<file path="config.mk">
export PLATFORM = sky130hd
export DESIGN_NAME = id_ex_stage
export DESIGN_NICKNAME = d
export VERILOG_FILES = /design/src/rtl/id_ex_stage.sv
export SDC_FILE = /design/constraint.sdc
export NUM_CORES = 1
export LEC_CHECK = 0
export CAP_MARGIN = 20
export CORE_AREA = 4 4 117 119
export CTS_BUF_LIST = sky130_fd_sc_hd__clkbuf_16
export DETAILED_ROUTE_END_ITERATION = 16
export DIE_AREA = 0 0 121 123
export DONT_BUFFER_PORTS = 1
export PLACE_DENSITY = 0.64
export SLEW_MARGIN = 15
export SYNTH_ARGS = -nofsm -noshare
export SYNTH_HDL_FRONTEND = slang
export SYNTH_SLANG_ARGS = --single-unit
</file>
<file path="constraint.sdc">
create_clock -name clk -period 9.9 [get_ports clk]
set_clock_uncertainty 0.05 [all_clocks]
set_input_delay 1.98 -clock clk [delete_from_list [all_inputs] [get_ports clk]]
set_output_delay 1.98 -clock clk [all_outputs]
set_load 0.01 [all_outputs]
</file>
<file path="src/rtl/id_ex_stage.sv">
// id_ex_stage: ID/EX pipeline register that feeds the ALU.
// It selects the second operand from the register or the immediate, and
// forwards results from EX/MEM and MEM/WB.
// Optional build macro ID_EX_FORWARDING_EN adds the forwarding muxes and the
// load-use detector. Without it the raw register data is used and load_use
// is tied to 0.
module id_ex_stage #(
  parameter int DATA_WIDTH     = 32,
  parameter int ALUCTRL_WIDTH  = 3,
  parameter int REG_ADDR_WIDTH = 5
) (
  input  logic                      clk,
  input  logic                      rst,
  input  logic                      in_valid,
  input  logic                      stall,
  input  logic                      flush,
  input  logic [ALUCTRL_WIDTH-1:0]  ALUCtrl_in,
  input  logic                      ALUSrc_in,
  input  logic                      mem_read_in,
  input  logic                      reg_write_in,
  input  logic [REG_ADDR_WIDTH-1:0] rs1_addr,
  input  logic [REG_ADDR_WIDTH-1:0] rs2_addr,
  input  logic [REG_ADDR_WIDTH-1:0] rd_in,
  input  logic [DATA_WIDTH-1:0]     rs1_data,
  input  logic [DATA_WIDTH-1:0]     rs2_data,
  input  logic [DATA_WIDTH-1:0]     imm,
  input  logic                      exmem_reg_write,
  input  logic                      memwb_reg_write,
  input  logic [REG_ADDR_WIDTH-1:0] exmem_rd,
  input  logic [REG_ADDR_WIDTH-1:0] memwb_rd,
  input  logic [DATA_WIDTH-1:0]     exmem_result,
  input  logic [DATA_WIDTH-1:0]     memwb_result,
  output logic                      ex_valid,
  output logic [ALUCTRL_WIDTH-1:0]  ALUCtrl,
  output logic [DATA_WIDTH-1:0]     ALUOP1,
  output logic [DATA_WIDTH-1:0]     ALUOP2,
  output logic [DATA_WIDTH-1:0]     store_data,
  output logic [REG_ADDR_WIDTH-1:0] rd_out,
  output logic                      reg_write_out,
  output logic                      mem_read_out,
  output logic                      load_use
);

  typedef struct packed {
    logic                      valid;
    logic [ALUCTRL_WIDTH-1:0]  alu_ctrl;
    logic                      alu_src;
    logic                      mem_read;
    logic                      reg_write;
    logic [REG_ADDR_WIDTH-1:0] rs1;
    logic [REG_ADDR_WIDTH-1:0] rs2;
    logic [REG_ADDR_WIDTH-1:0] rd;
    logic [DATA_WIDTH-1:0]     rs1_data;
    logic [DATA_WIDTH-1:0]     rs2_data;
    logic [DATA_WIDTH-1:0]     imm;
  } ex_entry_t;

  ex_entry_t              ex_q, ex_d;
  logic [DATA_WIDTH-1:0]  rs1_fwd, rs2_fwd;

`ifdef ID_EX_FORWARDING_EN
  // EX/MEM beats MEM/WB. x0 is never forwarded because it is hardwired to zero.
  function automatic logic [DATA_WIDTH-1:0] fwd_sel(
    input logic [REG_ADDR_WIDTH-1:0] src,
    input logic [DATA_WIDTH-1:0]     reg_val,
    input logic                      em_we,
    input logic [REG_ADDR_WIDTH-1:0] em_rd,
    input logic [DATA_WIDTH-1:0]     em_res,
    input logic                      mw_we,
    input logic [REG_ADDR_WIDTH-1:0] mw_rd,
    input logic [DATA_WIDTH-1:0]     mw_res
  );
    if (em_we && em_rd != '0 && em_rd == src)      return em_res;
    else if (mw_we && mw_rd != '0 && mw_rd == src) return mw_res;
    else                                           return reg_val;
  endfunction

  // Forwarded source operands, using the registered addresses and data.
  always_comb begin
    rs1_fwd = fwd_sel(ex_q.rs1, ex_q.rs1_data, exmem_reg_write, exmem_rd, exmem_result,
                      memwb_reg_write, memwb_rd, memwb_result);
    rs2_fwd = fwd_sel(ex_q.rs2, ex_q.rs2_data, exmem_reg_write, exmem_rd, exmem_result,
                      memwb_reg_write, memwb_rd, memwb_result);
  end

  // A load in EX whose result is needed by the instruction now in decode.
  assign load_use = ex_q.valid & ex_q.mem_read & (ex_q.rd != '0) & in_valid &
                    ((ex_q.rd == rs1_addr) | (ex_q.rd == rs2_addr));
`else
  // Without forwarding, the register data is passed straight through.
  always_comb begin
    rs1_fwd = ex_q.rs1_data;
    rs2_fwd = ex_q.rs2_data;
  end

  assign load_use = 1'b0;

  // The forwarding ports and source addresses have no consumer in this build.
  logic unused_fwd;
  assign unused_fwd = ^{exmem_reg_write, memwb_reg_write, exmem_rd, memwb_rd,
                        exmem_result, memwb_result, ex_q.rs1, ex_q.rs2};
`endif

  // Next entry. Priority: flush, then load-use bubble, then stall hold,
  // then capture. An invalid decode slot is captured as a bubble.
  always_comb begin
    ex_d = ex_q;
    if (flush || load_use) begin
      ex_d = '0;
    end else if (!stall) begin
      ex_d = '0;
      if (in_valid) begin
        ex_d.valid     = 1'b1;
        ex_d.alu_ctrl  = ALUCtrl_in;
        ex_d.alu_src   = ALUSrc_in;
        ex_d.mem_read  = mem_read_in;
        ex_d.reg_write = reg_write_in;
        ex_d.rs1       = rs1_addr;
        ex_d.rs2       = rs2_addr;
        ex_d.rd        = rd_in;
        ex_d.rs1_data  = rs1_data;
        ex_d.rs2_data  = rs2_data;
        ex_d.imm       = imm;
      end
    end
  end

  // Stage register. Reset clears every field at once.
  always_ff @(posedge clk or posedge rst) begin
    if (rst) ex_q <= '0;
    else     ex_q <= ex_d;
  end

  assign ex_valid      = ex_q.valid;
  assign ALUCtrl       = ex_q.alu_ctrl;
  assign ALUOP1        = rs1_fwd;
  assign ALUOP2        = ex_q.alu_src ? ex_q.imm : rs2_fwd;
  assign store_data    = rs2_fwd;
  assign rd_out        = ex_q.rd;
  assign reg_write_out = ex_q.valid & ex_q.reg_write;
  assign mem_read_out  = ex_q.valid & ex_q.mem_read;

endmodule

</file>
After elaboration in Yosys (flattened, before gate mapping)
Cells that the tools add are included.
{"block": "classes", "n_eq_ne": 1, "muxes": 4, "n_bitwise": 2}
{"cell": "two-way mux 118 bit", "n": 3}
{"cell": "two-way mux 32 bit", "n": 1}
{"cell": "AND 1 bit", "n": 2}
{"cell": "!= test 2 x 1 -> 1 bit, second input constant", "n": 1}
{"block": "totals", "ff_bits": 108, "input_bits": 198, "out_inout_bits": 108, "wordCells": 16}

Depth between registers and ports, before layout
{"block": "depth", "depth_word": 3, "mapped_depth": 5, "depth_no_buf": 2}

Least setup slack after synthesis
Ideal clock, no wire load.
{"block": "synth_path", "kind": "register to output", "startpoint": "register ex_q[113] (netlist name)", "endpoint": "output ALUOP2[10]", "arrival_time_ps": 967, "required_ps": 7870, "path_slack_ps": 6903, "stages_incl_launch_ff": 4, "n_path_buf": 2, "cell_sequence": "dfrtp_1 > buf_2 > buf_6 > mux2_2"}
{"block": "synth_via", "elab_chain_cells": 1}
{"element": "start, declared", "line_no": "58", "rtl": "ex_entry_t ex_q, ex_d;"}
{"element": "start signal, assigned", "line_no": "130", "rtl": "if (rst) ex_q <= '0;"}
{"element": "start signal, assigned", "line_no": "131", "rtl": "else ex_q <= ex_d;"}
{"element": "two-way mux 32 bit", "line_no": "137", "rtl": "assign ALUOP2 = ex_q.alu_src ? ex_q.imm : rs2_fwd;"}
{"element": "end, declared", "line_no": "36", "rtl": "output logic [DATA_WIDTH-1:0] ALUOP2,"}
No other way between the ends.

Worst setup path in the final report
{"block": "layout_path", "startpoint": "register ex_q[113] (netlist name)", "endpoint": "output ALUOP2[13]"}
The elaborated chain is that of the path after synthesis.

==> flow_metrics.env <==
export IMPL_outcome="finished clean"
export IMPL_first_global_vias=3633
export IMPL_async_flop_share_pct=100
export IMPL_hold_ws_ns=0.447
export IMPL_h_tree_depth=3
export IMPL_hold_class="reg -> reg"
export IMPL_grt_use_total_pct=16.5
export IMPL_overflow=0
export IMPL_startpoint_type="flip-flop"
export IMPL_timing_final_ws_setup_ns=6.14
export IMPL_synth_area_per_cell_um2=9.99
export IMPL_arrival_ns=1.73
export IMPL_io_pins=306
export IMPL_tns_ns=0
export IMPL_fin_crit_sh_pct=38.0
export IMPL_drv_cap=0
export IMPL_totalWireLength_um=12500
export IMPL_clk_latency_ns=0.34
export IMPL_synthMostInstantiatedCell="dfrtp_1"
export IMPL_slowest_stage="dfrtp_2"
export IMPL_grt_max_degree=192
export IMPL_path_clk_slew_ns=0.07
export IMPL_grt_pass1_wl_um=19300
export IMPL_slew_viol_final=0
export IMPL_vdd_ir_drop_max_mv=0.0874
export IMPL_vias_per_cell=5.57
export IMPL_drive_above_1_share_pct=10.7
export IMPL_yosysWarnings=0
export IMPL_synth_cells=567
export IMPL_hold_viol=0
export IMPL_fp_dieArea_um2=14900
export IMPL_worst_ep_required_time_ns=7.87
export IMPL_row_count=41
export IMPL_yosys_top_cells_count="dfrtp_1, a21oi_1, nand2_1, nand3b_1, buf_4"
export IMPL_hpwl_um=8050
export IMPL_cts_setup_buffers=0
export IMPL_path_cells="mux2_2"
export IMPL_pre_cts_slack_ns=6.45
export IMPL_yosys_area_top_type_share_pct=47.7
export IMPL_final_design_area_no_fill_um2=5290
export IMPL_drc=0
export IMPL_synth_flop_cell="dfrtp_1"
export IMPL_coreArea_um2=12600
export IMPL_place_gp_congestion=0.719
export IMPL_synth_edf_count=0
export IMPL_critical_path_max_stage_delay_ns=0.92
export IMPL_tightest_slew_ns=0.845
export IMPL_antenna_found_initial=0
export IMPL_drt_iter0_drc=310
export IMPL_slew_headroom_pct=43.7
export IMPL_clock_sinks=108
export IMPL_wl_per_cell_um=19.8
export IMPL_dr_pass1_iters=4
export IMPL_synth_area_um2=5670
export IMPL_max_freq_mhz=266
export IMPL_post_dp_cell_area_um2=5010
export IMPL_syn_nets=765
export IMPL_clock_root_buffer="clkbuf_16"
export IMPL_fp_dieW_um=121
export IMPL_powerDensity_nw_per_um2=165
export IMPL_rsz0062_at_grt="false"
export IMPL_die_h_um=123
export IMPL_cp_max_fo=33
export IMPL_power_leakage_uw=0.00217
export IMPL_tritoncts="yes"
export IMPL_antenna_cells=0
export IMPL_crit_buf_inv=0
export IMPL_synth_top_area_cell="dfrtp_1"
export IMPL_synthTopCellsByArea="dfrtp_1, nand3b_1, buf_4, a21oi_1, mux2_2"
export IMPL_ys_seq_area_share_pct=47.7
export IMPL_hold_buffers=0
export IMPL_yosysUniqueCellTypes=17
export IMPL_layout_min_cycle_time_ns=3.76
export IMPL_worstSetupEndpointType="output port"
export IMPL_nets=654
export IMPL_crit_family="flip-flops"
export IMPL_ys_ff_latch=108
export IMPL_ant_nets=0
export IMPL_crit_type="reg -> out"
export IMPL_cts_buffers_inserted=9
export IMPL_cts_resized=0
export IMPL_vias=3523
export IMPL_syn2layout_area_growth_pct=-6.65
export IMPL_clock_path_buffers=2
export IMPL_setup_viol=0
export IMPL_io_buffer_count=0
export IMPL_start_util_pct=45.1
==> cell type report <==
cell class	count	area, um2
clock buffers	9	225
clock inverters	6	50.0
fillers	1214	7280
inverters	2	10.0
multi-input cells	334	2080
flip-flops and latches	108	2700
well taps	172	215
repair buffers	1	7.51
==> layer usage <==
metal | share of wire [%] | global-route usage, % | vias to the layer above
met5 | 0 | 0 | -
met4 | 1.7 | 6.44 | 0
met3 | 10 | 6.27 | 13
met2 | 47 | 26.5 | 177
met1 | 41 | 20.1 | 1703
li1 | - | - | 1630
==> path summary, 6_finish.rpt <==
path / from / endpoint / slack, ns / cells after the start
worst min register to register: ex_q[31] / ex_q[31] / 0.45 / 1
worst max-delay path: ex_q[113] / ALUOP2[13] / 6.14 / 1
min in group asynchronous: rst / ALUOP1[3] / 1.51 / 1
max in group asynchronous: rst / ex_q[30] / 7.06 / 2
worst max register to register: ex_q[113] / ex_q[113] / 8.60 / 2
worst min-delay path: ex_q[31] / ex_q[31] / 0.45 / 1
==> where the power goes <==
part	total, uW	internal, uW	switching, uW
registers	477	457	20.1
logic	50.9	24.6	26.2
clock network	342	191	151
==> cells by family after synthesis <==
| group | synth area share [%] |
|---|---|
| and+or+nand+nor | 19.5 |
| buffers and inverters | 15.6 |
| DFF | 47.7 |
| AOI/OAI and AO/OA | 10.6 |
| muxes | 6.54 |
| other | 0.0662 |
==> layout by cell type, fill, tap and decap left out, types with 2 or more instances in the layout <==
| cell | instances |
|---|---|
| dfrtp_1 | 107 |
| a21oi_1 | 94 |
| nand3b_1 | 94 |
| nor2b_4 | 2 |
| clkbuf_16 | 9 |
| inv_1 | 3 |
| and2_1 | 2 |
| mux2_2 | 32 |
| a32o_1 | 13 |
| nand2_1 | 94 |
==> state kept, by name, indices dropped and copies added, names as in the netlist <==
| name | cells |
|---|---|
| ex_q | 35 |
| ALUOP1 | 32 |
| store_data | 32 |
| rd_out | 5 |
| ALUCtrl | 3 |
| ex_valid | 1 |
==> metrics by stage <==
stage	total power, uW	utilization [%]	cells
global placement	535	39.9	617
detailed placement	538	39.9	617
finish	870	42.1	632
CTS	885	42.1	632
floorplan	564	-	567
global route	912	42.1	632
(Power assumes the default switching activity.)
